<file path="src/rtl/tetris_pkg.sv">
// Shared board geometry, line-clear FSM states, score table and row helpers.
// Consumed by line_clear_ctrl and line_score_acc.
package tetris_pkg;

  localparam int DEF_BOARD_W  = 12;
  localparam int DEF_BOARD_H  = 19;
  localparam int DEF_ROW_BITS = 16;
  localparam int ROW_ADDR_W   = 5;
  localparam int SCORE_W      = 16;
  localparam int COUNT_W      = 3;

  typedef enum logic [2:0] {
    IDLE,
    SCAN,
    SHIFT,
    CLEAR_TOP,
    DONE
  } lc_state_t;

  localparam logic [SCORE_W-1:0] SCORE_NONE   = 16'd0;
  localparam logic [SCORE_W-1:0] SCORE_SINGLE = 16'd40;
  localparam logic [SCORE_W-1:0] SCORE_DOUBLE = 16'd100;
  localparam logic [SCORE_W-1:0] SCORE_TRIPLE = 16'd300;
  localparam logic [SCORE_W-1:0] SCORE_TETRIS = 16'd1200;

  // Only the low 'width' columns are playable; bits above are don't-care.
  function automatic logic row_full(input logic [DEF_ROW_BITS-1:0] row,
                                    input int width);
    logic full;
    full = 1'b1;
    for (int i = 0; i < DEF_ROW_BITS; i++) begin
      if ((i < width) && !row[i]) begin
        full = 1'b0;
      end
    end
    return full;
  endfunction

  function automatic logic [SCORE_W-1:0] score_for(input logic [COUNT_W-1:0] lines);
    logic [SCORE_W-1:0] pts;
    case (lines)
      3'd0:    pts = SCORE_NONE;
      3'd1:    pts = SCORE_SINGLE;
      3'd2:    pts = SCORE_DOUBLE;
      3'd3:    pts = SCORE_TRIPLE;
      default: pts = SCORE_TETRIS;
    endcase
    return pts;
  endfunction

endpackage

</file>
<file path="src/rtl/line_score_acc.sv">
// Saturating score accumulator: adds i_add_val on i_add_en, sticks at all-ones.
// Result visible the cycle after the add; cleared by synchronous Reset.
module line_score_acc
  import tetris_pkg::*;
(
  input  logic               Clk,
  input  logic               Reset,
  input  logic               i_add_en,
  input  logic [SCORE_W-1:0] i_add_val,
  output logic [SCORE_W-1:0] o_total
);

  logic [SCORE_W-1:0] r_total;
  logic [SCORE_W:0]   w_sum;
  logic [SCORE_W-1:0] w_sat;

  assign w_sum = {1'b0, r_total} + {1'b0, i_add_val};
  assign w_sat = w_sum[SCORE_W] ? {SCORE_W{1'b1}} : w_sum[SCORE_W-1:0];

  always_ff @(posedge Clk) begin
    if (Reset) begin
      r_total <= '0;
    end else if (i_add_en) begin
      r_total <= w_sat;
    end
  end

  assign o_total = r_total;

endmodule

</file>
<file path="src/rtl/line_clear_ctrl.sv">
// Post-lock line-clear sequencer: scans rows bottom-up, collapses full rows, reports count.
// Score accumulation only when LINE_CLEAR_SCORE_EN is defined; otherwise score_total is 0.
module line_clear_ctrl
  import tetris_pkg::*;
#(
  parameter int BOARD_W  = DEF_BOARD_W,
  parameter int BOARD_H  = DEF_BOARD_H,
  parameter int ROW_BITS = DEF_ROW_BITS
) (
  input  logic                  Clk,
  input  logic                  Reset,
  input  logic                  lock,
  output logic [ROW_ADDR_W-1:0] rd_row,
  input  logic [ROW_BITS-1:0]   rd_data,
  output logic                  wr_en,
  output logic [ROW_ADDR_W-1:0] wr_row,
  output logic [ROW_BITS-1:0]   wr_data,
  output logic                  busy,
  output logic                  done,
  output logic [COUNT_W-1:0]    lines_cleared,
  output logic [SCORE_W-1:0]    score_total
);

  localparam logic [ROW_ADDR_W-1:0] LAST_ROW = ROW_ADDR_W'(BOARD_H - 1);

  lc_state_t             r_state;
  lc_state_t             w_next_state;
  logic [ROW_ADDR_W-1:0] r_scan_row;
  logic [ROW_ADDR_W-1:0] r_dst;
  logic [COUNT_W-1:0]    r_count;
  logic [COUNT_W-1:0]    r_lines;
  logic                  w_row_full;
  logic                  w_scan_top;
  logic [COUNT_W-1:0]    w_count_inc;

  assign w_row_full  = row_full(rd_data, BOARD_W);
  assign w_scan_top  = (r_scan_row == '0);
  assign w_count_inc = (r_count == 3'd7) ? 3'd7 : r_count + 3'd1;

  always_ff @(posedge Clk) begin
    if (Reset) begin
      r_state <= IDLE;
    end else begin
      r_state <= w_next_state;
    end
  end

  // A full row 0 has nothing above it to copy, so it goes straight to CLEAR_TOP.
  always_comb begin
    w_next_state = r_state;
    case (r_state)
      IDLE: begin
        if (lock) begin
          w_next_state = SCAN;
        end
      end
      SCAN: begin
        if (w_row_full) begin
          w_next_state = w_scan_top ? CLEAR_TOP : SHIFT;
        end else if (w_scan_top) begin
          w_next_state = DONE;
        end
      end
      SHIFT: begin
        if (r_dst == ROW_ADDR_W'(1)) begin
          w_next_state = CLEAR_TOP;
        end
      end
      CLEAR_TOP: w_next_state = SCAN;
      DONE:      w_next_state = IDLE;
      default:   w_next_state = IDLE;
    endcase
  end

  always_comb begin
    rd_row  = '0;
    wr_en   = 1'b0;
    wr_row  = '0;
    wr_data = '0;
    busy    = 1'b0;
    done    = 1'b0;
    case (r_state)
      SCAN: begin
        busy   = 1'b1;
        rd_row = r_scan_row;
      end
      SHIFT: begin
        busy    = 1'b1;
        rd_row  = r_dst - ROW_ADDR_W'(1);
        wr_en   = 1'b1;
        wr_row  = r_dst;
        wr_data = rd_data;
      end
      CLEAR_TOP: begin
        busy  = 1'b1;
        wr_en = 1'b1;
      end
      DONE:    done = 1'b1;
      default: ;
    endcase
  end

  // scan_row is held across a collapse so the row pulled down gets rescanned.
  always_ff @(posedge Clk) begin
    if (Reset) begin
      r_scan_row <= '0;
      r_dst      <= '0;
      r_count    <= '0;
      r_lines    <= '0;
    end else begin
      case (r_state)
        IDLE: begin
          if (lock) begin
            r_scan_row <= LAST_ROW;
            r_count    <= '0;
          end
        end
        SCAN: begin
          if (w_row_full) begin
            r_count <= w_count_inc;
            r_dst   <= r_scan_row;
          end else if (!w_scan_top) begin
            r_scan_row <= r_scan_row - ROW_ADDR_W'(1);
          end
        end
        SHIFT:   r_dst   <= r_dst - ROW_ADDR_W'(1);
        DONE:    r_lines <= r_count;
        default: ;
      endcase
    end
  end

  assign lines_cleared = r_lines;

`ifdef LINE_CLEAR_SCORE_EN
  logic               w_score_en;
  logic [SCORE_W-1:0] w_score_add;

  assign w_score_en  = (r_state == DONE);
  assign w_score_add = score_for(r_count);

  line_score_acc u_score_acc (
    .Clk       (Clk),
    .Reset     (Reset),
    .i_add_en  (w_score_en),
    .i_add_val (w_score_add),
    .o_total   (score_total)
  );
`else
  assign score_total = '0;
`endif

endmodule

</file>
<file path="config.mk">
export PLATFORM = sky130hd
export DESIGN_NAME = line_clear_ctrl
export DESIGN_NICKNAME = d
export VERILOG_FILES = /design/src/rtl/tetris_pkg.sv /design/src/rtl/line_score_acc.sv /design/src/rtl/line_clear_ctrl.sv
export SDC_FILE = /design/constraint.sdc
export NUM_CORES = 1
export LEC_CHECK = 0
export CORE_MARGIN = 2
export CORE_UTILIZATION = 37
export DETAILED_ROUTE_END_ITERATION = 8
export PLACE_DENSITY = 0.8
export REMOVE_ABC_BUFFERS = 1
export SETUP_SLACK_MARGIN = 0.3
export SLEW_MARGIN = 25
export SYNTH_ARGS = -nofsm -noshare
export SYNTH_HDL_FRONTEND = slang
export SYNTH_SLANG_ARGS = --single-unit
</file>
<file path="constraint.sdc">
create_clock -name Clk -period 2 [get_ports Clk]
set_input_delay 0.3 -clock Clk [delete_from_list [all_inputs] [get_ports Clk]]
set_output_delay 0.3 -clock Clk [all_outputs]
set_load 0.005 [all_outputs]
</file>
==> results.sh <==
export IMPL_setup_tns_ns=0
export IMPL_reg2regPathDepth=7
export IMPL_netlist_cell_type_count=41
export IMPL_via_count_of_the_first_global_routing_pass=1715
export IMPL_drt_vias_per_instance=5.79
export IMPL_flow_area_growth_from_synthesis_pct=99.0
export IMPL_postSynthCellCount=184
export IMPL_clock_power_share=0.238
export IMPL_grt_start_max_net_pins=13
export IMPL_synthXorXnorAreaFrac=0.0243
export IMPL_diodes=0
export IMPL_sw_frac_of_total=0.339
export IMPL_final_setup_skew_ns=0.0125
export IMPL_post_synthesis_compound_gate_area_fraction=0.135
export IMPL_timing_final_crit_share=0.998
export IMPL_crit_type="reg -> out"
export IMPL_met3_track_utilization_from_global_routing=0.0477
export IMPL_drtPass1Iterations=5
export IMPL_worstPathRequired_ns=1.70
export IMPL_worstSetupEndpointType="output port"
export IMPL_core_region_area_sq_um=3690
export IMPL_drt_initial_drc_count=160
export IMPL_synth_top_cell_area_share=0.264
export IMPL_ys_warnings_count=0
export IMPL_worst_r2r_endpoint="r_scan_row[4]"
export IMPL_cts_buffers_inserted=3
export IMPL_setup_viol=0
export IMPL_synthesis_area_sq_um=1440
export IMPL_cts_root_buf="sky130_fd_sc_hd__clkbuf_8"
export IMPL_relSlewSlack=0.606
export IMPL_power_density_nw_per_um2=410
export IMPL_combinational_family_with_the_most_area_after_synthesis="simple AND/OR/NAND/NOR gates"
export IMPL_gr_usage_total=0.232
export IMPL_clock_tree_from_tritoncts="built"
export IMPL_clock_latency_ns=0.26
export IMPL_design_final_nets=326
export IMPL_worst_path_largest_cell_delay_ns=0.39
export IMPL_synth_simple_gate_area_share=0.357
export IMPL_hold_path_cell_count=2
export IMPL_power_frac_comb=0.408
export IMPL_grt_antenna_before_repair=0
export IMPL_synth_edf_count=0
export IMPL_rrSetupSlack_ns=0.14
export IMPL_detailed_place_hpwl_um=3120
export IMPL_routed_wl_um=7370
export IMPL_seq_area_frac_synth=0.264
export IMPL_rsz0062_at_grt="true"
export IMPL_crit_path_max_fanout=2
export IMPL_most_used_layer_global_route="met2"
export IMPL_transition_time_of_the_tightest_slew_check_pin_ns=0.589
export IMPL_grt_use_met1=0.255
export IMPL_cts_hold_fix_buffers=0
export IMPL_worst_hold_path_type="reg -> reg"
export IMPL_worst_path_max_delay_cell="sky130_fd_sc_hd__or3b_4"
export IMPL_postSynth_topFlopCell="sky130_fd_sc_hd__dfxtp_1"
export IMPL_gr_usage_met2=0.430
export IMPL_cp_data_arrival_time_ns=1.70
export IMPL_leakage_nw=1.38
export IMPL_final_antenna_net_count=0
export IMPL_maxCapViolCount=0
export IMPL_finalWeightedCongestion=0.827
export IMPL_finalHoldWorstSlack_ns=0.508
export IMPL_final_max_slew_violation_count=0
export IMPL_remaining_drc_errors=0
export IMPL_post_place_ws_ns=-0.174
export IMPL_synth_top_cell_by_area="sky130_fd_sc_hd__dfxtp_1"
export IMPL_seq_power_share=0.354
export IMPL_whs_endpoint="lines_cleared[0]"
export IMPL_worstSetupStartpointType="flip-flop"
export IMPL_initial_core_util=0.390
export IMPL_cp_cell_sequence="inv_2 > ha_4 > or3b_4 > xor2_1 > o21ai_1 > buf_2"
export IMPL_max_clock_freq_mhz=501
export IMPL_post_synth_fa_ha_maj_area_fraction=0.0434
export IMPL_clock_path_buffers=2
export IMPL_post_route_worst_setup_slack_ns=0.00454
export IMPL_internal_power_uw=776
export IMPL_run_status="finished clean"
export IMPL_routed_wire_length_per_instance_um=21.1
export IMPL_grt_first_pass_wirelength_um=7890
export IMPL_globalRoute_totalOverflow=0
export IMPL_fp_dieArea_sq_um=4410
export IMPL_ios=67
export IMPL_clock_sinks=19
export IMPL_top_area_cells_in_the_synthesized_netlist="sky130_fd_sc_hd__dfxtp_1 (26%), sky130_fd_sc_hd__and2_1 (9.1%), sky130_fd_sc_hd__buf_4 (8.9%), sky130_fd_sc_hd__a21oi_1 (4.9%), sky130_fd_sc_hd__ha_1 (4.3%)"
export IMPL_timing_final_hold_violations=0
export IMPL_max_vdd_ir_drop_uv=579
export IMPL_synth_seq_cells=19
export IMPL_die_h_um=66.4
export IMPL_core_rowCount=22
export IMPL_layout_drive_gt1_share=0.565
export IMPL_fin_crit_ns=2.00
export IMPL_avgSynthCellArea_sq_um=7.83
export IMPL_yosys_mux_area_fraction=0.0348
export IMPL_die_w_um=66.4
export IMPL_detailroute_via_count=2020
export IMPL_worstReg2RegStart="r_scan_row[0]"
export IMPL_cts_htree_levels=1
export IMPL_min_delay_start="lines_cleared[0]"
export IMPL_switchingPower_uw=399
export IMPL_worst_setup_hold_path_clk_slew_ns=0.08
export IMPL_async_s_r_ff_share_synth=0
export IMPL_buffer_ports_inserted=50
==> final cells by class <==
class	count	area (sq um)
fillers	184	822
well taps	48	60.1
clock buffers	4	45.0
multi-input cells	148	1180
inverters	5	18.8
flip-flops and latches	19	393
repair buffers	125	1170
==> metal layers <==
metal	wire [um]	up-vias
li1	-	854
met1	2610	966
met2	3650	157
met3	620	43
met4	479	0
met5	0	-
==> registers in the layout, summed over array words and instances, names as in the netlist <==
register       count
r_state            3
r_scan_row         5
r_count            3
lines_cleared      3
r_dst              5
==> worst max-delay path, delay by kind of cell (launching register included) <==
family | cells | cell delay [ns]
DFF | 1 | 0.35
adders and majority gates | 1 | 0.14
buffers and inverters | 2 | 0.23
xor gates and xnor gates | 1 | 0.17
and+or+nand+nor | 1 | 0.39
AOI/OAI and AO/OA | 1 | 0.16
==> worst max-delay path by stage <==
| stage | from | endpoint | depth (start not counted) |
|---|---|---|---|
| after detailed placement | r_dst[0] | rd_row[1] | 5 |
| after global placement | r_dst[0] | rd_row[1] | 5 |
| final | r_dst[0] | rd_row[4] | 6 |
| after floorplan | r_state[1] | rd_row[3] | 2 |
| after CTS | r_dst[1] | rd_row[4] | 6 |
| after global routing | r_state[0] | rd_row[2] | 8 |
==> cells in the final DEF, fill, tap and decap left out, drive strengths merged, types with 3 or more instances in the layout <==
cell / n
conb: 16
o21ai: 6
and2: 21
nand4: 6
nor2: 15
nand3: 5
a21oi: 14
dlymetal6s2s: 13
ha: 5
nor3: 6
a311oi: 3
buf: 101
dfxtp: 19
clkbuf: 4
nor4: 6
inv: 5
xor2: 3
mux2i: 5
nand2: 11
or3b: 4
clkdlybuf4s50: 9
==> cells by family after synthesis <==
group | count (synthesis)
AO/OA/AOI/OAI | 32
XOR/XNOR | 4
adder cells (fa/ha/maj) | 5
buffers and inverters | 32
flip-flops | 19
multiplexers | 5
other | 1
AND/OR/NAND/NOR | 86
==> power groups by stage <==
stage	Sequential, mW	Combinational, mW	Clock [mW]
2_1_floorplan	0.424	0.134	0
3_3_place_gp	0.415	0.316	0
3_5_place_dp	0.416	0.322	0
4_1_cts	0.409	0.358	0.271
5_1_grt	0.415	0.499	0.298
6_report	0.416	0.480	0.280
==> stage by stage <==
stage | cell area (sq um) | instances | util | total power, mW
3_5_place_dp | 2200 | 312 | 0.595 | 0.739
6_report | 2870 | 349 | 0.777 | 1.18
4_1_cts | 2480 | 336 | 0.672 | 1.04
2_1_floorplan | 1320 | 172 | - | 0.558
5_1_grt | 2870 | 349 | 0.777 | 1.21
3_3_place_gp | 2200 | 312 | 0.595 | 0.732
==> cell usage after synthesis (2+ instances only) <==
master                     number
sky130_fd_sc_hd__nor2_1        14
sky130_fd_sc_hd__nand4_1        6
sky130_fd_sc_hd__a21oi_1       14
sky130_fd_sc_hd__nand2b_1       2
sky130_fd_sc_hd__or4_1          2
sky130_fd_sc_hd__mux2i_1        5
sky130_fd_sc_hd__a311oi_1       3
sky130_fd_sc_hd__or3b_2         3
sky130_fd_sc_hd__nand3b_1       2
sky130_fd_sc_hd__nor3_1         6
sky130_fd_sc_hd__nand2_1       11
sky130_fd_sc_hd__a31oi_1        2
sky130_fd_sc_hd__xor2_1         3
sky130_fd_sc_hd__nand3_1        5
sky130_fd_sc_hd__dfxtp_1       19
sky130_fd_sc_hd__inv_1          5
sky130_fd_sc_hd__buf_6          2
sky130_fd_sc_hd__and2_1        21
sky130_fd_sc_hd__ha_1           5
sky130_fd_sc_hd__buf_4         17
sky130_fd_sc_hd__clkbuf_1       7
sky130_fd_sc_hd__o21ai_0        6
sky130_fd_sc_hd__o31ai_1        2
sky130_fd_sc_hd__nor4_1         5
==> repair_timing <==
item                       4_1_cts  5_1_grt
gates cloned                     3        0
gates resized for setup        167       74
buffers inserted                17       13
pin swaps                       33       28
setup endpoints to repair       44       42
(Power assumes the default switching activity.)
